--- config.mk ---
export PLATFORM = sky130hd
export DESIGN_NAME = fetch_stage
export DESIGN_NICKNAME = d
export VERILOG_FILES = /design/src/rtl/fetch_stage_pkg.sv /design/src/rtl/fetch_fifo.sv /design/src/rtl/fetch_stage.sv
export SDC_FILE = /design/constraint.sdc
export NUM_CORES = 1
export LEC_CHECK = 0
export ABC_AREA = 1
export BUFFER_PORTS_ARGS = -buffer_cell sky130_fd_sc_hd__clkbuf_2
export CAP_MARGIN = 20
export CORE_MARGIN = 2
export CORE_UTILIZATION = 51
export CTS_CLUSTER_SIZE = 16
export DETAILED_ROUTE_END_ITERATION = 10
export PLACE_DENSITY = 0.75
export RECOVER_POWER = 100
export SYNTH_ARGS = -nofsm -noshare
export SYNTH_HDL_FRONTEND = slang
export SYNTH_HIERARCHICAL = 1
export SYNTH_SLANG_ARGS = --single-unit
--- constraint.sdc ---
create_clock -name clk -period 3.1 [get_ports clk]
set_input_delay 0.62 -clock clk [delete_from_list [all_inputs] [get_ports clk]]
set_output_delay 0.62 -clock clk [all_outputs]
set_load 0.05 [all_outputs]
--- src/rtl/fetch_stage_pkg.sv ---
// Shared types and constants for the instruction fetch stage.
package fetch_stage_pkg;

  typedef enum logic [1:0] {
    StIdle = 2'd0,
    StWait = 2'd1,
    StDrop = 2'd2
  } fetch_state_e;

  localparam logic [15:0] NOP    = 16'h0000;
  localparam logic [15:0] PC_INC = 16'h0002;

  // Wide enough to hold a count of 0..4 entries.
  localparam int unsigned CNT_W = 3;

  function automatic logic [15:0] pc_incr(input logic [15:0] pc);
    return pc + PC_INC;
  endfunction

endpackage

--- src/rtl/fetch_fifo.sv ---
// Small prefetch buffer with synchronous flush; flush wins over push and pop.
module fetch_fifo
  import fetch_stage_pkg::*;
#(
  parameter int unsigned WIDTH = 32,
  parameter int unsigned DEPTH = 2
) (
  input  logic             clk,
  input  logic             reset,
  input  logic             flush,
  input  logic             push,
  input  logic [WIDTH-1:0] wdata,
  input  logic             pop,
  output logic [WIDTH-1:0] rdata,
  output logic             empty,
  output logic [CNT_W-1:0] count
);

  localparam int unsigned      PTR_W    = (DEPTH > 1) ? $clog2(DEPTH) : 1;
  localparam logic [PTR_W-1:0] LAST_PTR = PTR_W'(DEPTH - 1);
  localparam logic [CNT_W-1:0] FULL_CNT = CNT_W'(DEPTH);

  logic [WIDTH-1:0] mem_q [DEPTH];
  logic [WIDTH-1:0] mem_d [DEPTH];
  logic [PTR_W-1:0] wptr_q, wptr_d;
  logic [PTR_W-1:0] rptr_q, rptr_d;
  logic [CNT_W-1:0] cnt_q, cnt_d;
  logic             push_ok, pop_ok;

  function automatic logic [PTR_W-1:0] ptr_next(input logic [PTR_W-1:0] p);
    return (p == LAST_PTR) ? '0 : p + PTR_W'(1);
  endfunction

  always_comb begin
    push_ok = push && (cnt_q != FULL_CNT);
    pop_ok  = pop && (cnt_q != '0);
    mem_d   = mem_q;
    wptr_d  = wptr_q;
    rptr_d  = rptr_q;
    cnt_d   = cnt_q;
    if (flush) begin
      wptr_d = '0;
      rptr_d = '0;
      cnt_d  = '0;
    end else begin
      if (push_ok) begin
        mem_d[wptr_q] = wdata;
        wptr_d        = ptr_next(wptr_q);
      end
      if (pop_ok) begin
        rptr_d = ptr_next(rptr_q);
      end
      unique case ({push_ok, pop_ok})
        2'b10:   cnt_d = cnt_q + CNT_W'(1);
        2'b01:   cnt_d = cnt_q - CNT_W'(1);
        default: cnt_d = cnt_q;
      endcase
    end
  end

  always_ff @(posedge clk or posedge reset) begin
    if (reset) begin
      wptr_q <= '0;
      rptr_q <= '0;
      cnt_q  <= '0;
    end else begin
      wptr_q <= wptr_d;
      rptr_q <= rptr_d;
      cnt_q  <= cnt_d;
    end
  end

  // Storage needs no reset: it is only observed through a nonzero count.
  always_ff @(posedge clk) begin
    mem_q <= mem_d;
  end

  assign rdata = mem_q[rptr_q];
  assign empty = (cnt_q == '0);
  assign count = cnt_q;

endmodule

--- src/rtl/fetch_stage.sv ---
// Instruction fetch stage: single-outstanding memory requester feeding a prefetch FIFO.
// Optional FETCH_PERF_EN adds saturating fetch/redirect counters.
module fetch_stage
  import fetch_stage_pkg::*;
#(
  parameter logic [15:0] RESET_PC   = 16'h0000,
  parameter int unsigned FIFO_DEPTH = 2
) (
  input  logic        clk,
  input  logic        reset,
  output logic        imem_req,
  output logic [15:0] imem_addr,
  input  logic        imem_ack,
  input  logic [15:0] imem_rdata,
  input  logic [15:0] new_pc,
  input  logic        jump,
  input  logic        stall,
  output logic [15:0] pc_out,
  output logic [15:0] ir_out,
  output logic [15:0] pcp2_out,
  output logic        valid_out
`ifdef FETCH_PERF_EN
  ,
  output logic [15:0] perf_fetched,
  output logic [15:0] perf_redirects
`endif
);

  localparam logic [CNT_W-1:0] DEPTH_CNT = CNT_W'(FIFO_DEPTH);

  fetch_state_e     state_q, state_d;
  logic [15:0]      fpc_q, fpc_d;
  logic [15:0]      addr_q, addr_d;
  logic             redirect, push, pop;
  logic [CNT_W-1:0] fifo_cnt, cnt_after;
  logic             fifo_empty;
  logic [31:0]      fifo_rdata;
  logic [15:0]      pc_sel;

  assign redirect  = ~jump;
  assign valid_out = ~fifo_empty;
  assign pop       = valid_out & ~stall & jump;
  assign push      = (state_q == StWait) & imem_ack & jump;
  assign cnt_after = fifo_cnt + CNT_W'(push) - CNT_W'(pop);

  fetch_fifo #(
    .WIDTH(32),
    .DEPTH(FIFO_DEPTH)
  ) u_fifo (
    .clk  (clk),
    .reset(reset),
    .flush(redirect),
    .push (push),
    .wdata({addr_q, imem_rdata}),
    .pop  (pop),
    .rdata(fifo_rdata),
    .empty(fifo_empty),
    .count(fifo_cnt)
  );

  always_comb begin
    state_d = state_q;
    fpc_d   = fpc_q;
    addr_d  = addr_q;
    if (redirect) begin
      fpc_d = new_pc;
    end
    unique case (state_q)
      StIdle: begin
        if (redirect) begin
          state_d = StWait;
          addr_d  = new_pc;
        end else if (fifo_cnt < DEPTH_CNT) begin
          state_d = StWait;
          addr_d  = fpc_q;
        end
      end
      StWait: begin
        if (redirect) begin
          // A response landing with the redirect is stale; restart at the target.
          if (imem_ack) begin
            addr_d = new_pc;
          end else begin
            state_d = StDrop;
          end
        end else if (imem_ack) begin
          fpc_d = pc_incr(addr_q);
          if (cnt_after < DEPTH_CNT) begin
            addr_d = pc_incr(addr_q);
          end else begin
            state_d = StIdle;
          end
        end
      end
      StDrop: begin
        if (imem_ack) begin
          state_d = StWait;
          addr_d  = redirect ? new_pc : fpc_q;
        end
      end
      default: state_d = StIdle;
    endcase
  end

  always_ff @(posedge clk or posedge reset) begin
    if (reset) begin
      state_q <= StIdle;
      fpc_q   <= RESET_PC;
      addr_q  <= RESET_PC;
    end else begin
      state_q <= state_d;
      fpc_q   <= fpc_d;
      addr_q  <= addr_d;
    end
  end

  assign imem_req  = (state_q != StIdle);
  assign imem_addr = addr_q;
  assign pc_sel    = valid_out ? fifo_rdata[31:16] : fpc_q;
  assign pc_out    = pc_sel;
  assign pcp2_out  = pc_incr(pc_sel);
  assign ir_out    = valid_out ? fifo_rdata[15:0] : NOP;

`ifdef FETCH_PERF_EN
  logic [15:0] perf_fetched_q, perf_fetched_d;
  logic [15:0] perf_redirects_q, perf_redirects_d;

  always_comb begin
    perf_fetched_d   = perf_fetched_q;
    perf_redirects_d = perf_redirects_q;
    if (push && (perf_fetched_q != 16'hFFFF)) begin
      perf_fetched_d = perf_fetched_q + 16'd1;
    end
    if (redirect && (perf_redirects_q != 16'hFFFF)) begin
      perf_redirects_d = perf_redirects_q + 16'd1;
    end
  end

  always_ff @(posedge clk or posedge reset) begin
    if (reset) begin
      perf_fetched_q   <= '0;
      perf_redirects_q <= '0;
    end else begin
      perf_fetched_q   <= perf_fetched_d;
      perf_redirects_q <= perf_redirects_d;
    end
  end

  assign perf_fetched   = perf_fetched_q;
  assign perf_redirects = perf_redirects_q;
`endif

endmodule

### Yosys cells after proc, flatten, opt, wreduce, memory -nomap -nowiden

Index checks and enable logic that the tools add are counted.

| storage, ports and cells | value |
|---|---|
| bits in registers | 103 |
| output and inout bits | 66 |
| logic and storage cells | 91 |

| cells by class | value |
|---|---|
| add/subtract/negate cells | 8 |
| $lt $le $gt $ge | 5 |
| equal/unequal tests | 15 |
| mux-type cells | 36 |
| bitwise operators | 8 |
| reductions and logical operators | 11 |

Operators with widths:

| cell | number |
|---|---|
| $mux W16 | 13 |
| $mux W32 | 4 |
| $bwmux W64 | 1 |
| $pmux W16 S3 | 1 |
| $add A16 B2 Y16 const B | 2 |
| $demux W32 S1 | 1 |
| $mux W2 | 7 |
| $ne A3 B3 Y1 const B | 4 |
| $reduce_and A5 Y1 | 2 |
| $lt A3 B2 Y1 const B | 2 |
| $mux W1 | 6 |
| $ne A3 B2 Y1 const B | 2 |
| $pmux W2 S3 | 1 |
| $pmux W3 S2 | 1 |
| $reduce_bool A3 Y1 | 2 |
| $and A1 B1 Y1 | 4 |
| $eq A2 B1 Y1 const B | 2 |
| $eq A2 B2 Y1 const B | 2 |
| $ge A2 B2 Y1 const B | 2 |
| $ne A2 B1 Y1 const B | 2 |
| $ne A2 B2 Y1 const B | 2 |
| $not A1 Y2 | 2 |
| $add A3 B1 Y3 | 1 |
| $add A3 B1 Y3 const B | 1 |
| other kinds (12) | 16 |

### Longest topological paths before layout

| logic depth | value |
|---|---|
| depth after elaboration | 10 |
| depth in mapped cells | 18 |
| depth with buffers taken out | 16 |

### Modules after synthesis

The synthesis kept the hierarchy.

By module, submodules not included:

| module | times used | cells each | area each (um2) | sequential area each (um2) |
|---|---|---|---|---|
| fetch_stage | 1 | 478 | 2941.6 | 850.8 |
| fetch_fifo | 1 | 214 | 2667.6 | 2047.0 |

### Worst setup path before layout

No wires, ideal clock.

| path | value |
|---|---|
| kind | reg-to-output |
| from | register u_fifo.cnt_q[1] (netlist: u_fifo/count[1]) |
| to | output port pcp2_out[5] |
| arrival | 4142 ps |
| setup slack | -1662 ps |
| stages on the path, launching flop included | 10 |
| buffers on the path | 0 |
| cells stage by stage | dfrtp_1 > inv_1 > nand2_1 > inv_1 > o21ai_0 > inv_1 > ha_1 > inv_1 > nor2_2 > xor2_1 |

| on the way | value |
|---|---|
| word-level cells in the longest chain between the ends | 3 |

RTL lines:

| item | line | text |
|---|---|---|
| from (decl) | fetch_fifo.sv:27 | `logic [CNT_W-1:0] cnt_q, cnt_d;` |
| from (signal assigned) | fetch_fifo.sv:69 | `cnt_q <= cnt_d;` |
| $logic_not A3 Y1 | fetch_fifo.sv:79 | `assign empty = (cnt_q == '0);` |
| via fifo_empty | fetch_stage.sv:36 | `logic fifo_empty;` |
| $mux W16 | fetch_stage.sv:119 | `assign pc_sel = valid_out ? fifo_rdata[31:16] : fpc_q;` |
| via pc_out[1] | fetch_stage.sv:18 | `output logic [15:0] pc_out,` |
| $add A16 B2 Y16 | fetch_stage_pkg.sv:17 | `return pc + PC_INC;` |
| to (decl) | fetch_stage.sv:20 | `output logic [15:0] pcp2_out,` |

The timed path passes the listed nets, and every way through them passes these cells.

### Worst setup path in the final report

| path | value |
|---|---|
| from | register u_fifo.cnt_q[2] (netlist: u_fifo/count[2]) |
| to | output port pcp2_out[12] |

| on the way | value |
|---|---|
| word-level cells in the longest chain between the ends | 3 |

RTL lines:

| item | line |
|---|---|
| $logic_not A3 Y1 | fetch_fifo.sv:79 |
| via fifo_empty | fetch_stage.sv:36 |
| $mux W16 | fetch_stage.sv:119 |
| $add A16 B2 Y16 | fetch_stage_pkg.sv:17 |

The timed path passes the listed nets, and every way through them passes these cells.

==> impl_metrics.ini <==
[setup_path]
ff2ff_path_depth = 15
slowest_stage = dfrtp_2
crit_type = reg2out
cpMostUsedCell = nand2_2
cp_data_required_time_ps = 2480
crit_chain = nor2_4 -> nand2_2 -> clkinv_4 -> buf_6 -> nand2_1 -> nand2_4 -> nand2_2 -> nor2_2 -> nand2_2 -> nor2_4 -> nand3_1 -> nand2_1 -> clkbuf_8
cpPeakStageDelay_ps = 440
crit_fanout = 12
worst_ep_arrival_time_ps = 2340
endpoint_kind = primary output
start_kind = flop

[floorplan]
fp.dieArea_sq_um = 11850
dieHeight_microns = 108.9
boundaryPins = 103
start_util_pct = 51.97
rows = 38
fp.coreArea_sq_um = 10790
die_w_microns = 108.9

[sta]
setup_viol = 0
finalCritPeriodShare_pct = 95.61
drv_slew = 35
fin_skew_ps = 14.65
timing.fmax_mhz = 337.4
hold_violations = 0
slew_headroom_pct = -27.27
period_needed_ps = 2964
worst_pin_slew_ps = 1909

[clock_network]
insertion_delay_ps = 370
cts_sinks = 103
cts_max_level = 3
cts_made_buffers = 9
path_clk_slew_ps = 100
cts_tree = yes
ctsHoldBuffers = 0
clock_tree.root_cell = clkbuf_8
clockBufferDepth = 2

[job]
cap_violations = 1

[logic_synthesis]
yosysSeqAreaShare_pct = 51.66
synthDistinctLibCells = 40
yosysMostFrequentCell = nand2_1
ys_ff_latch = 103
synth_area_per_cell_sq_um = 8.106
postSynthCellCount = 692
synthFlopType = edfxtp_1
syn-num-nets = 735
synth.largest_area_cell = edfxtp_1
synth_common_cells = nand2_1 (248), inv_1 (75), nor2_1 (68), edfxtp_1 (64), dfrtp_1 (39)
yosys_warnings = 6
syn_area_sq_um = 5609
synth_edf_count = 64
synth.area.top_cells = edfxtp_1 (34%), dfrtp_1 (17%), nand2_1 (17%)
synth_async_sr_flop_share_pct = 37.86
synth_top_cell_area_share_pct = 34.26

[placement]
postPlaceCellArea_sq_um = 6476
dp_hpwl_microns = 10070
io_buffers = 102
gp_congestion = 0.9095

[global_route]
grt_usage_pct = 24.43
grt_pass1_wl_microns = 22160
grt_pass1_vias = 4557
grt-ovfl-total = 0
grt_max_degree = 35
antenna_found_initial = 0

[detailed_routing]
drt-initial-drc-count = 481
vias = 5030
firstDrtPassIters = 7
drc = 0
wl_per_cell_microns = 14.59
wirelength_microns = 14010
antenna_left = 0
vias_per_cell = 5.240

[cells_and_area]
synthToLayoutAreaGrowth_pct = 21.79
num-fill-cells = 926
seq_area_sq_um = 2902
layout-drive-gt1-share_pct = 22.07
multiInputGateArea_sq_um = 2485
final_net_count = 859
diodes = 0
design_area_sq_um = 6832

[status]
outcome = finished with violations
violations = max-capacitance violations, max-slew violations

[min_path]
holdCritPathClass = in2async
## stage by stage
step                      setup TNS, ps  hold WS, ps  instances  util (%)  setup slack [ps]
after CTS                             0        119.8        954     62.87             8.913
after floorplan                  -12310        398.5        692         -            -182.2
final                                 0        138.5        960     63.30             136.1
after detailed placement              0        517.4        935     60.00             73.36
after global routing             -4.286        118.9        960     63.30            -4.286
after global placement                0        501.9        935     60.00             190.7
## timing repair
item                       CTS  global route
gates resized for setup     24            15
setup buffers                4             6
pin swaps                    0             6
setup endpoints to repair   12            25
hold endpoints to repair     0             0
## routing by layer
metal | global-route usage (%) | part of all wire (%) | vias up
met1 | 33.83 | 44 | 2343
met2 | 38.24 | 47 | 210
met5 | 0 | 0 | -
li1 | - | - | 2450
met4 | 7.509 | 1.8 | 0
met3 | 5.858 | 7.3 | 27
## registers in the layout, indices dropped and copies added, names as in the netlist
name / cells
fpc_q: 16
imem_addr: 16
state_q: 2
u_fifo/count: 3
u_fifo/mem_q: 64
u_fifo/rptr_q: 1
u_fifo/wptr_q: 1
## worst paths after layout
| path | start | end | slack [ps] |
|---|---|---|---|
| setup / recovery | u_fifo/count[2]$_DFFE_PP0P_ | pcp2_out[12] | 140 |
| hold / removal | reset | u_fifo/count[1]$_DFFE_PP0P_ | 140 |
| setup reg to reg | u_fifo/count[2]$_DFFE_PP0P_ | imem_addr[0]$_DFFE_PP0P_ | 150 |
| hold reg to reg | u_fifo/wptr_q$_DFFE_PP0P_ | u_fifo/wptr_q$_DFFE_PP0P_ | 540 |
| max in group asynchronous | reset | imem_addr[13]$_DFFE_PP0P_ | 1070 |
| min in group clk | imem_rdata[15] | u_fifo/mem_q[47]$_DFFE_PP_ | 430 |
## cells in the final DEF, fill, tap and decap left out, types with 12 or more instances in the layout
cell type	n
dfrtp_1	36
nand4_1	12
clkbuf_1	34
o21ai_0	27
buf_4	22
edfxtp_1	64
clkbuf_8	13
nand2_2	19
nand3_1	36
inv_1	75
clkbuf_2	66
a21oi_1	17
nand2_1	241
nor2_1	68
## cells by family after synthesis
family	count (synthesis)	synth area share (%)
adders and majority gates	6	1.606
DFF	103	51.66
AOI/OAI and AO/OA	65	6.692
buffers and inverters	103	7.651
xor gates and xnor gates	15	2.342
and+or+nand+nor	400	30.05
## final cells by class
cell class	count	share of cell area (%)
inverters	83	4.835
multi-input cells	486	36.37
clock buffers	10	1.868
repair buffers	133	10.92
flip-flops and latches	103	42.47
clock inverters	5	0.9707
well taps	140	2.564
## critical path: cells and delay by family, from the launching register on
family | cells | cell delay (ps)
buffers and inverters | 3 | 430
AND/OR/NAND/NOR | 10 | 1090
flip-flops | 1 | 440
Power is not shown: default switching activity piles up to over one toggle a cycle in this logic, so the estimate is an artifact.
